## src/rtl/median_arbiter_if.sv

```systemverilog
// rtl/median_arbiter_if.sv - requester and median-core signal bundle for median_arbiter
interface median_arbiter_if #(
    parameter int DATA_WIDTH = 8
);
    logic                  REQ0;
    logic                  REQ1;
    logic                  DSI0;
    logic                  DSI1;
    logic [DATA_WIDTH-1:0] DI0;
    logic [DATA_WIDTH-1:0] DI1;
    logic                  GNT0;
    logic                  GNT1;
    logic                  DONE0;
    logic                  DONE1;
    logic [DATA_WIDTH-1:0] DO;
    logic                  ERR;
    logic                  M_DSI;
    logic [DATA_WIDTH-1:0] M_DI;
    logic [DATA_WIDTH-1:0] M_DO;
    logic                  M_DSO;

    modport slave (
        input  REQ0, REQ1, DSI0, DSI1, DI0, DI1, M_DO, M_DSO,
        output GNT0, GNT1, DONE0, DONE1, DO, ERR, M_DSI, M_DI
    );

    modport master (
        output REQ0, REQ1, DSI0, DSI1, DI0, DI1, M_DO, M_DSO,
        input  GNT0, GNT1, DONE0, DONE1, DO, ERR, M_DSI, M_DI
    );
endinterface

```

## src/rtl/median_arbiter.sv

```systemverilog
// rtl/median_arbiter.sv - round-robin arbiter feeding two requesters' 9-pixel windows to one median core
module median_arbiter #(
    parameter int DATA_WIDTH = 8,
    parameter int TIMEOUT    = 63
) (
    input  logic             CLK,
    input  logic             nRST,
    median_arbiter_if.slave  bus
);
    localparam int TW = $clog2(TIMEOUT + 1);

    typedef enum logic [2:0] {IDLE, COLLECT, BURST, WAIT, DONE} state_t;

    state_t                state_q, state_d;
    logic                  sel_q, sel_d;
    logic                  last_q, last_d;
    logic [1:0]            gnt_q, gnt_d;
    logic [3:0]            wcnt_q, wcnt_d;
    logic [3:0]            bcnt_q, bcnt_d;
    logic [TW-1:0]         tcnt_q, tcnt_d;
    logic                  err_q, err_d;
    logic [DATA_WIDTH-1:0] do_q, do_d;
    logic [DATA_WIDTH-1:0] pix_q [9];
    logic                  buf_we;

    logic                  req_sel;
    logic                  dsi_sel;
    logic [DATA_WIDTH-1:0] di_sel;

    // Only the granted requester's lines are ever looked at past arbitration.
    assign req_sel = sel_q ? bus.REQ1 : bus.REQ0;
    assign dsi_sel = sel_q ? bus.DSI1 : bus.DSI0;
    assign di_sel  = sel_q ? bus.DI1  : bus.DI0;

    always_comb begin
        state_d = state_q;
        sel_d   = sel_q;
        last_d  = last_q;
        gnt_d   = gnt_q;
        wcnt_d  = wcnt_q;
        bcnt_d  = bcnt_q;
        tcnt_d  = tcnt_q;
        err_d   = err_q;
        do_d    = do_q;
        buf_we  = 1'b0;
        case (state_q)
            IDLE: begin
                if (bus.REQ0 || bus.REQ1) begin
                    // last_q names the requester served last; the other wins a tie.
                    sel_d   = (bus.REQ0 && bus.REQ1) ? ~last_q : bus.REQ1;
                    gnt_d   = sel_d ? 2'b10 : 2'b01;
                    wcnt_d  = 4'd0;
                    state_d = COLLECT;
                end
            end
            COLLECT: begin
                if (!req_sel) begin
                    gnt_d   = 2'b00;
                    wcnt_d  = 4'd0;
                    state_d = IDLE;
                end else if (dsi_sel) begin
                    buf_we = 1'b1;
                    wcnt_d = wcnt_q + 4'd1;
                    if (wcnt_q == 4'd8) begin
                        bcnt_d  = 4'd0;
                        state_d = BURST;
                    end
                end
            end
            BURST: begin
                if (bcnt_q == 4'd8) begin
                    bcnt_d  = 4'd0;
                    tcnt_d  = '0;
                    state_d = WAIT;
                end else begin
                    bcnt_d = bcnt_q + 4'd1;
                end
            end
            WAIT: begin
                // A result arriving on the final count still wins over the timeout.
                if (bus.M_DSO) begin
                    do_d    = bus.M_DO;
                    err_d   = 1'b0;
                    last_d  = sel_q;
                    state_d = DONE;
                end else if (tcnt_q == TW'(TIMEOUT - 1)) begin
                    err_d   = 1'b1;
                    last_d  = sel_q;
                    state_d = DONE;
                end else begin
                    tcnt_d = tcnt_q + 1'b1;
                end
            end
            DONE: begin
                gnt_d   = 2'b00;
                err_d   = 1'b0;
                wcnt_d  = 4'd0;
                tcnt_d  = '0;
                state_d = IDLE;
            end
            default: state_d = IDLE;
        endcase
    end

    always_ff @(posedge CLK or negedge nRST) begin
        if (!nRST) begin
            state_q <= IDLE;
            sel_q   <= 1'b0;
            last_q  <= 1'b1;
            gnt_q   <= 2'b00;
            wcnt_q  <= 4'd0;
            bcnt_q  <= 4'd0;
            tcnt_q  <= '0;
            err_q   <= 1'b0;
            do_q    <= '0;
        end else begin
            state_q <= state_d;
            sel_q   <= sel_d;
            last_q  <= last_d;
            gnt_q   <= gnt_d;
            wcnt_q  <= wcnt_d;
            bcnt_q  <= bcnt_d;
            tcnt_q  <= tcnt_d;
            err_q   <= err_d;
            do_q    <= do_d;
        end
    end

    always_ff @(posedge CLK or negedge nRST) begin
        if (!nRST) begin
            for (int i = 0; i < 9; i++) pix_q[i] <= '0;
        end else if (buf_we) begin
            pix_q[wcnt_q] <= di_sel;
        end
    end

    assign bus.GNT0  = gnt_q[0];
    assign bus.GNT1  = gnt_q[1];
    assign bus.DONE0 = (state_q == DONE) && !sel_q;
    assign bus.DONE1 = (state_q == DONE) && sel_q;
    assign bus.ERR   = (state_q == DONE) && err_q;
    assign bus.DO    = do_q;
    assign bus.M_DSI = (state_q == BURST);
    assign bus.M_DI  = (state_q == BURST) ? pix_q[bcnt_q] : '0;
endmodule

```

## src/flat_wrapper.sv

```systemverilog
// flat-port wrapper written by rule: the top's interface ports become plain ports
module median_arbiter_flat 
#(
    parameter int DATA_WIDTH = 8,
    parameter int TIMEOUT    = 63
)
  (CLK, nRST, bus_REQ0, bus_REQ1, bus_DSI0, bus_DSI1, bus_DI0, bus_DI1, bus_M_DO, bus_M_DSO, bus_GNT0, bus_GNT1, bus_DONE0, bus_DONE1, bus_DO, bus_ERR, bus_M_DSI, bus_M_DI);
  median_arbiter_if #(.DATA_WIDTH(DATA_WIDTH)) bus_i ();
  input  logic CLK;
  input  logic nRST;
  input wire logic [$bits(bus_i.REQ0)-1:0] bus_REQ0;
  input wire logic [$bits(bus_i.REQ1)-1:0] bus_REQ1;
  input wire logic [$bits(bus_i.DSI0)-1:0] bus_DSI0;
  input wire logic [$bits(bus_i.DSI1)-1:0] bus_DSI1;
  input wire logic [$bits(bus_i.DI0)-1:0] bus_DI0;
  input wire logic [$bits(bus_i.DI1)-1:0] bus_DI1;
  input wire logic [$bits(bus_i.M_DO)-1:0] bus_M_DO;
  input wire logic [$bits(bus_i.M_DSO)-1:0] bus_M_DSO;
  output wire logic [$bits(bus_i.GNT0)-1:0] bus_GNT0;
  output wire logic [$bits(bus_i.GNT1)-1:0] bus_GNT1;
  output wire logic [$bits(bus_i.DONE0)-1:0] bus_DONE0;
  output wire logic [$bits(bus_i.DONE1)-1:0] bus_DONE1;
  output wire logic [$bits(bus_i.DO)-1:0] bus_DO;
  output wire logic [$bits(bus_i.ERR)-1:0] bus_ERR;
  output wire logic [$bits(bus_i.M_DSI)-1:0] bus_M_DSI;
  output wire logic [$bits(bus_i.M_DI)-1:0] bus_M_DI;
  assign bus_i.REQ0 = bus_REQ0;
  assign bus_i.REQ1 = bus_REQ1;
  assign bus_i.DSI0 = bus_DSI0;
  assign bus_i.DSI1 = bus_DSI1;
  assign bus_i.DI0 = bus_DI0;
  assign bus_i.DI1 = bus_DI1;
  assign bus_i.M_DO = bus_M_DO;
  assign bus_i.M_DSO = bus_M_DSO;
  assign bus_GNT0 = bus_i.GNT0;
  assign bus_GNT1 = bus_i.GNT1;
  assign bus_DONE0 = bus_i.DONE0;
  assign bus_DONE1 = bus_i.DONE1;
  assign bus_DO = bus_i.DO;
  assign bus_ERR = bus_i.ERR;
  assign bus_M_DSI = bus_i.M_DSI;
  assign bus_M_DI = bus_i.M_DI;
  median_arbiter #(.DATA_WIDTH(DATA_WIDTH), .TIMEOUT(TIMEOUT)) u_core (.CLK(CLK), .nRST(nRST), .bus(bus_i));
endmodule
```

## config.mk

```make
export PLATFORM = sky130hd
export DESIGN_NAME = median_arbiter_flat
export DESIGN_NICKNAME = d
export VERILOG_FILES = /design/src/rtl/median_arbiter_if.sv /design/src/rtl/median_arbiter.sv /design/src/flat_wrapper.sv
export SDC_FILE = /design/constraint.sdc
export NUM_CORES = 1
export LEC_CHECK = 0
export ABC_AREA = 0
export CAP_MARGIN = 10
export CORE_MARGIN = 1.5
export CORE_UTILIZATION = 40
export CTS_BUF_LIST = sky130_fd_sc_hd__clkbuf_4 sky130_fd_sc_hd__clkbuf_8
export DETAILED_ROUTE_END_ITERATION = 8
export HOLD_SLACK_MARGIN = 0.08
export PLACE_DENSITY = 0.63
export SYNTH_ARGS = -nofsm -noshare
export SYNTH_HDL_FRONTEND = slang
export SYNTH_SLANG_ARGS = --single-unit
```

## constraint.sdc

```tcl
create_clock -name CLK -period 3.83 [get_ports CLK]
set_input_delay 0.383 -clock CLK [delete_from_list [all_inputs] [get_ports CLK]]
set_output_delay 0.383 -clock CLK [all_outputs]
set_load 0.005 [all_outputs]
```

==> metrics.yaml, run 1 <==
pwr:
  p_leak_nw: 2.81
  powerDensity_mw_per_mm2: 436
  ir_worst_vdd_mv: 0.187
die:
  rows: 40
  fp.dieW_um: 115
  ios: 53
  initial_utilization: 0.414
  die_area_mm2: 0.0132
  die_h_um: 115
  fp.coreArea_mm2: 0.0121
synthesis:
  syn_nets: 406
  yosysWarnings: 0
  avgSynthCellArea_um2: 13.7
  syn_inst: 367
  yosysSeqAreaShare: 0.509
  ys_ff_latch: 102
  synth.distinct_cells: 49
  synth_edf_count: 0
  synth_top_flop_cell: "dfrtp_1"
  async_reset_ff_frac: 1.00
  syn_area_mm2: 0.00502
clock_tree:
  ctsHoldBuffers: 0
  clkLatencyLatePin_ns: 0.37
  cts_root_buf: "clkbuf_8"
  cts_tree: "built"
  clock-sinks: 102
  h-tree-depth: 3
  cts_buffers: 9
  path_clk_slew_ns: 0.09
  cts_resized: 0
  clk_path_buf_depth: 2
  post-cts-setup-buffers: 0
sta:
  hold_violations: 0
  worst_pin_slew_ns: 1.02
  finalSetupViolCount: 0
  setup_ws_ns: 0.663
  timing.fmax_mhz: 316
  slew_violations: 0
  rsz0062_at_grt: "no"
  slew_headroom: 0.323
  timing.setup.tns_ns: 0
  post-route-period-util: 0.827
  final.min_clock_period_ns: 3.17
  fin_worst_skew_ns: 0.0137
drt:
  dr.pass1.iters: 4
  wire_per_inst_um: 18.5
  drcViolationCount: 0
  dr_total_vias: 3162
  ant_nets: 0
  vias_per_cell: 5.35
  drt_iter0_drc: 168
  wirelength_mm: 10.9
worst_setup_path:
  reg2regPathDepth: 6
  reg2reg_slack_ns: 1.26
  r2r_start: "u_core.sel_q"
  path_class: "flop to primary output"
  endpoint_kind: "primary output"
  cp-start-kind: "flop"
  critical_path.max_stage_delay_ns: 0.82
  endpoint: "bus_M_DI[7]"
  slowest_stage: "dfrtp_1"
  cp.arrival_ns: 2.78
  critPathLaunch: "u_core.bcnt_q[0]"
  crit_chain: "buf_4 > mux4_2 > mux2i_1 > o21ai_0 > clkdlybuf4s50_1"
  r2r_end: "u_core.pix_q[60]"
  crit_required_ns: 3.45
  critPathMaxFanout: 11
flow_run:
  drv_cap: 0
placed_design:
  place.gp.congestion: 0.749
  post-dp-hpwl_mm: 7.34
  port_buffers: 52
  place_area_mm2: 0.00572
  dp_slack_ns: 1.05
min_path:
  min_path_type: "input pin to asynchronous set/reset pin"
global_routing:
  grt_pass1_vias: 3233
  track_usage: 0.178
  gr-total-overflow: 0
  antenna_found_initial: 0
  grt_max_degree: 80
  grt_pass1_wl_mm: 17.7
final_layout:
  finish.instance_area_mm2: 0.00593
  layout_commonest_cell: "dfrtp_1"
  n_antenna_cell: 0
  drive_gt1_frac: 0.345
  final_cell_mix: "dfrtp_1 (101), mux2_2 (90), clkdlybuf4s50_1 (51)"
  area_delta_synth_final_pct: 18.2
  num-nets-final: 458
run_status:
  outcome: "complete, no violations"
## worst min path at each step
stage	from	endpoint	slack [ns]	cells after the start
global placement	u_core.pix_q[48]	u_core.pix_q[48]	0.48	1
finish	nRST	u_core.err_q	0.17	1
detailed placement	u_core.pix_q[22]	u_core.pix_q[22]	0.49	1
floorplan	nRST	u_core.bcnt_q[0]	0.09	0
CTS	nRST	u_core.tcnt_q[3]	0.21	1
global route	nRST	u_core.bus.DO[3]	0.23	1
## cells in the mapped netlist (2+ instances only)
cell type	count	area share
a21o_1	3	0.0045
a21oi_1	3	0.0030
a22o_1	2	0.0035
a41oi_1	2	0.0035
and2_1	3	0.0037
and4_1	2	0.0035
buf_2	6	0.0060
clkbuf_1	8	0.0060
dfrtp_1	101	0.50
ha_1	8	0.020
inv_1	7	0.0052
mux2_2	90	0.20
mux2i_1	11	0.022
mux4_2	16	0.072
nand2_1	19	0.014
nand2b_1	2	0.0025
nand3_1	9	0.0090
nand3_2	3	0.0060
nand3b_1	2	0.0030
nand4b_4	3	0.014
nor2_1	6	0.0045
nor2b_1	3	0.0037
nor3_1	2	0.0020
nor3b_1	6	0.0090
nor4_1	2	0.0025
o211ai_1	3	0.0045
o21ai_0	18	0.018
o2bb2ai_1	2	0.0035
o31ai_1	3	0.0045
or2_2	3	0.0037
## critical path: cells and delay by family (launching register included)
| family | cells | cell delay [ns] |
|---|---|---|
| DFF | 1 | 0.82 |
| AOI/OAI and AO/OA | 1 | 0.12 |
| buffers and inverters | 2 | 0.82 |
| muxes | 2 | 0.65 |
## power breakdown
part	leakage, nW	internal [W]	switching (W)
sequential	1.35	0.00121	0.0000982
clock	0.106	0.000378	0.000359
combinational	1.36	0.000276	0.000262
total	2.81	0.00186	0.000720
## cell type report
type / instances / area [um^2]
multi-input cells: 240 / 2360
flip-flops and latches: 102 / 2550
well taps: 168 / 210
fillers: 1086 / 6180
inverters: 7 / 26.3
repair buffers: 59 / 571
clock inverters: 4 / 72.6
clock buffers: 11 / 139
## registers in the layout, indices dropped and copies added (netlist names)
register and flops:
u_core.bcnt_q 4, u_core.bus.DO 8, u_core.err_q 1, u_core.gnt_q 2, u_core.last_q 1, u_core.pix_q 72, u_core.sel_q 1, u_core.state_q 3
u_core.tcnt_q 6, u_core.wcnt_q 4
## stage by stage
step | instances | hold slack [ns] | power, W | utilization
5_1_grt | 591 | 0.234 | 0.00273 | 0.490
3_3_place_gp | 576 | 0.482 | 0.00185 | 0.472
3_5_place_dp | 576 | 0.490 | 0.00187 | 0.472
4_1_cts | 591 | 0.207 | 0.00262 | 0.490
2_1_floorplan | 367 | 0.0874 | 0.00168 | -
6_report | 591 | 0.165 | 0.00258 | 0.490
## logic make-up after synthesis
family          after synthesis  synth area share
xor+xnor                      1           0.00175
flops                       102             0.509
mux                         117             0.296
compound gates               43            0.0568
simple gates                 71            0.0942
fa+ha+maj                     8            0.0199
buf+inv                      25            0.0227
## routing by layer
metal	GRT usage	wire length, um	vias to the layer above
met5	0	0	-
met4	0.0609	149	0
met3	0.0332	454	10
met2	0.292	5310	66
met1	0.239	5030	1620
li1	-	-	1466
Power figures use the tool's default switching activity.
==> run 2: changes to the inputs <==
clock period = 3.3 ns   (was 3.83 ns; I/O delays follow)
==> run 2 against run 1 <==
- cell count increased by 0.34%
- via count is essentially flat
- design area fell by 0.30%
- critical path type unchanged
- critical endpoint is now bus_M_DI[5]
- largest power group unchanged
==> metrics.yaml, run 2 (synthesis gave the netlist of run 1 again) <==
pwr:
  ir_worst_vdd_mv: 0.227
  p_leak_nw: 2.80
  powerDensity_mw_per_mm2: 485
  fin_total_pwr_w: 0.00286
final_layout:
  largest_reg_flops: 72
  drive_gt1_frac: 0.348
  n_antenna_cell: 0
  max_flop_register: "u_core.pix_q"
  fillers: 1109
  final_cell_mix: "dfrtp_1 (101), mux2_2 (90), clkdlybuf4s50_1 (51)"
  finalNonFillerCells: 593
  final_core_util: 0.488
  area_delta_synth_final_pct: 17.8
  num-nets-final: 459
  layout_commonest_cell: "dfrtp_1"
clock_tree:
  clock-sinks: 102
  path_clk_slew_ns: 0.09
  cts_resized: 0
  h-tree-depth: 3
  post-cts-setup-buffers: 0
  cts_tree: "built"
  clk_path_buf_depth: 2
  clkLatencyLatePin_ns: 0.38
  cts_root_buf: "clkbuf_8"
  cts_buffers: 9
  ctsHoldBuffers: 0
placed_design:
  place.gp.congestion: 0.732
  post-dp-hpwl_mm: 7.05
  dp_cells: 577
  port_buffers: 52
global_routing:
  track_usage: 0.173
  grt_pass1_vias: 3142
  grt_pass1_wl_mm: 17.0
  antenna_found_initial: 0
  grt_max_degree: 69
  gr-total-overflow: 0
worst_setup_path:
  critPathMaxFanout: 11
  path_class: "flop to primary output"
  reg2reg_slack_ns: 0.70
  crit_required_ns: 2.97
  cp-start-kind: "flop"
  endpoint_kind: "primary output"
  cp.arrival_ns: 2.61
drt:
  wire_per_inst_um: 18.1
  drcViolationCount: 0
  vias_per_cell: 5.34
  dr.pass1.iters: 5
  drt_iter0_drc: 135
  ant_nets: 0
  wirelength_mm: 10.7
  dr_total_vias: 3164
sta:
  rsz0062_at_grt: "no"
  worst_pin_slew_ns: 0.910
  final.min_clock_period_ns: 2.94
  fin_worst_skew_ns: 0.0111
  post-route-period-util: 0.892
  slew_violations: 0
  timing.setup.tns_ns: 0
  slew_headroom: 0.393
  timing.fmax_mhz: 340
  hold_violations: 0
  finalSetupViolCount: 0
die:
  rows: 40
  fp.coreArea_mm2: 0.0121
  initial_utilization: 0.414
  ios: 53
  die_area_mm2: 0.0132
  fp.dieW_um: 115
  die_h_um: 115
min_path:
  min_path_type: "input pin to asynchronous set/reset pin"
run_status:
  outcome: "complete, no violations"
flow_run:
  drv_cap: 0
-- run 2: changes by cell type in the layout (fill, tap and decap cells not counted), sizes merged --
cell / delta
buf: +1
clkinvlp: +2
bufinv: -2
inv: +1
clkinv: +2
clkbuf: -2
-- run 2: final cells by class --
class	instances	area, um^2	share of cell area
Sequential cell	102	2550	0.432
Multi-Input combinational cell	240	2360	0.399
Timing Repair Buffer	60	591	0.0999
Tap cell	168	210	0.0356
Clock buffer	9	124	0.0210
Clock inverter	7	50.0	0.00847
Inverter	7	26.3	0.00444
-- run 2: per-layer routing --
layer	vias to the layer above	global-route usage	routed length (um)	share of wire
met2	58	0.295	5410	0.50
met3	10	0.0290	378	0.035
met5	-	0	0	0
met4	0	0.0617	136	0.013
met1	1621	0.223	4810	0.45
li1	1475	-	-	-
-- run 2: critical path: stages, from the launching register on --
cell	delay, ns
dfrtp_1	0.51
nor3b_1	0.32
buf_4	0.23
nand2b_1	0.27
o21ai_0	0.34
clkdlybuf4s50_1	0.56
-- run 2: path summary, 6_finish.rpt --
check                                   endpoint  cells past startpoint              start
worst max-delay path                 bus_M_DI[5]                      5  u_core.state_q[1]
worst min-delay path            u_core.tcnt_q[5]                      1               nRST
worst max register to register  u_core.pix_q[62]                      4  u_core.state_q[0]
worst min register to register  u_core.pix_q[23]                      1   u_core.pix_q[23]
max in group asynchronous       u_core.pix_q[27]                      2               nRST
min in group CLK                u_core.pix_q[23]                      1   u_core.pix_q[23]
-- run 2: power by group --
group | switching [W] | internal (W)
Combinational | 0.000296 | 0.000322
Clock | 0.000447 | 0.000275
Sequential | 0.000120 | 0.00140
-- run 2: through the flow --
stage	area [um^2]	hold WS, ns	setup slack (ns)
2_1_floorplan	5020	0.0344	1.24
3_3_place_gp	5740	0.482	0.656
3_5_place_dp	5740	0.487	0.572
4_1_cts	5910	0.0991	0.364
5_1_grt	5910	0.137	0.258
6_report	5910	0.0724	0.356
==> run 3: changes to the inputs <==
CELL_PAD_IN_SITES_DETAIL_PLACEMENT = 0   (was default)
CELL_PAD_IN_SITES_GLOBAL_PLACEMENT = 2   (was default)
PLACE_DENSITY = 0.83   (was 0.63)
==> run 3 against run 2 <==
- maximum frequency fell by 0.91%
- critical path depth is 1 lower
- hold slack better by 0.44 ns
- clock skew rose by 0.0035 ns
- sequential share of layout area is 0.18 points lower
- register-to-register slack better by 0.07 ns
- count of clock-buffer cells in the layout grew 1
==> metrics.yaml, run 3 (synthesis gave the netlist of run 1 again) <==
final_layout:
  largest_reg_flops: 72
  n_antenna_cell: 0
  drive_gt1_frac: 0.344
  num-nets-final: 458
  layout_commonest_cell: "dfrtp_1"
  fillers: 1110
  area_delta_synth_final_pct: 18.3
  final_cell_mix: "dfrtp_1 (101), mux2_2 (90), clkdlybuf4s50_1 (51)"
  max_flop_register: "u_core.pix_q"
clock_tree:
  cts_root_buf: "clkbuf_8"
  path_clk_slew_ns: 0.10
  cts_resized: 0
  clock-sinks: 102
  cts_tree: "built"
  clkLatencyLatePin_ns: 0.39
  clk_path_buf_depth: 2
  h-tree-depth: 3
  cts_buffers: 9
worst_setup_path:
  path_class: "flop to primary output"
  critPathMaxFanout: 19
  cp.arrival_ns: 2.64
  r2r_start: "u_core.sel_q"
  r2r_end: "u_core.pix_q[57]"
  reg2reg_slack_ns: 0.77
  cp-start-kind: "flop"
  reg2regPathDepth: 5
  endpoint_kind: "primary output"
  crit_required_ns: 2.97
sta:
  timing.setup.tns_ns: 0
  final.min_clock_period_ns: 2.97
  post-route-period-util: 0.900
  finalSetupViolCount: 0
  slew_headroom: 0.377
  rsz0062_at_grt: "no"
  timing.fmax_mhz: 337
  worst_pin_slew_ns: 0.934
  hold_slack_ns: 0.512
  slew_violations: 0
  hold_violations: 0
  fin_worst_skew_ns: 0.0146
pwr:
  p_leak_nw: 2.82
  powerDensity_mw_per_mm2: 494
  ir_worst_vdd_mv: 0.178
die:
  rows: 40
  die_h_um: 115
  fp.dieW_um: 115
  ios: 53
  initial_utilization: 0.414
  die_area_mm2: 0.0132
  fp.coreArea_mm2: 0.0121
min_path:
  holdPathEnd: "u_core.pix_q[52]"
  min_from: "u_core.pix_q[52]"
  min_path_type: "flop to flop"
  holdPathStages: 1
drt:
  wire_per_inst_um: 18.1
  drcViolationCount: 0
  dr_total_vias: 3146
  dr.pass1.iters: 4
  wirelength_mm: 10.7
  drt_iter0_drc: 159
  ant_nets: 0
  vias_per_cell: 5.31
flow_run:
  drv_cap: 0
global_routing:
  grt_pass1_wl_mm: 17.7
  grt_pass1_vias: 3216
  grt_max_degree: 57
  antenna_found_initial: 0
  gr-total-overflow: 0
  track_usage: 0.177
placed_design:
  port_buffers: 52
  post-dp-hpwl_mm: 7.42
  place.gp.congestion: 0.778
run_status:
  outcome: "complete, no violations"
## run 3: metal layers
metal	global-route usage	routed length, um
met1	0.255	5270
met2	0.264	4990
met3	0.0432	286
met4	0.0601	171
met5	0	0
## run 3: worst max-delay path by stage
stage                      start               end  slack, ns
2_1_floorplan  u_core.state_q[2]  u_core.pix_q[56]       1.24
6_report        u_core.bcnt_q[1]       bus_M_DI[7]       0.33
3_5_place_dp    u_core.bcnt_q[1]       bus_M_DI[7]       0.72
3_3_place_gp    u_core.bcnt_q[1]       bus_M_DI[7]       0.78
4_1_cts         u_core.bcnt_q[1]       bus_M_DI[7]       0.28
5_1_grt         u_core.bcnt_q[1]       bus_M_DI[7]       0.18
## run 3: area by class of cell
cell class	count	area, um^2	area share
clock inverters	6	60.1	0.0101
flip-flops and latches	102	2550	0.430
multi-input cells	240	2360	0.397
inverters	7	26.3	0.00443
well taps	168	210	0.0354
repair buffers	59	598	0.101
clock buffers	10	131	0.0221
## run 3: power by group
group	leakage, nW	internal (W)	total, W	switching, W
Combinational	1.37	0.000317	0.000605	0.000288
Clock	0.101	0.000306	0.000795	0.000489
Sequential	1.35	0.00140	0.00153	0.000129
Total	2.82	0.00203	0.00293	0.000905
## run 3: worst max-delay path: stages (launching register included)
cell	delay, ns
dfrtp_1	0.96
mux4_2	0.42
mux2i_1	0.08
o21ai_0	0.23
clkdlybuf4s50_1	0.55
## run 3: stage by stage
step,std cells,cell area (um^2),power (W),utilization,setup slack [ns]
final,592,5940,0.00293,0.490,0.328
after global routing,592,5940,0.00310,0.490,0.179
after CTS,592,5940,0.00297,0.490,0.280
after detailed placement,575,5740,0.00217,0.474,0.722
after global placement,575,5740,0.00214,0.474,0.778
after floorplan,367,5020,0.00195,-,1.24
## run 3: timing repair
item | in CTS | in global routing
buffers inserted | 0 | 0
endpoints found under the hold margin | 54 | 0
hold buffers | 1 | 0
setup endpoints to repair | 0 | 0
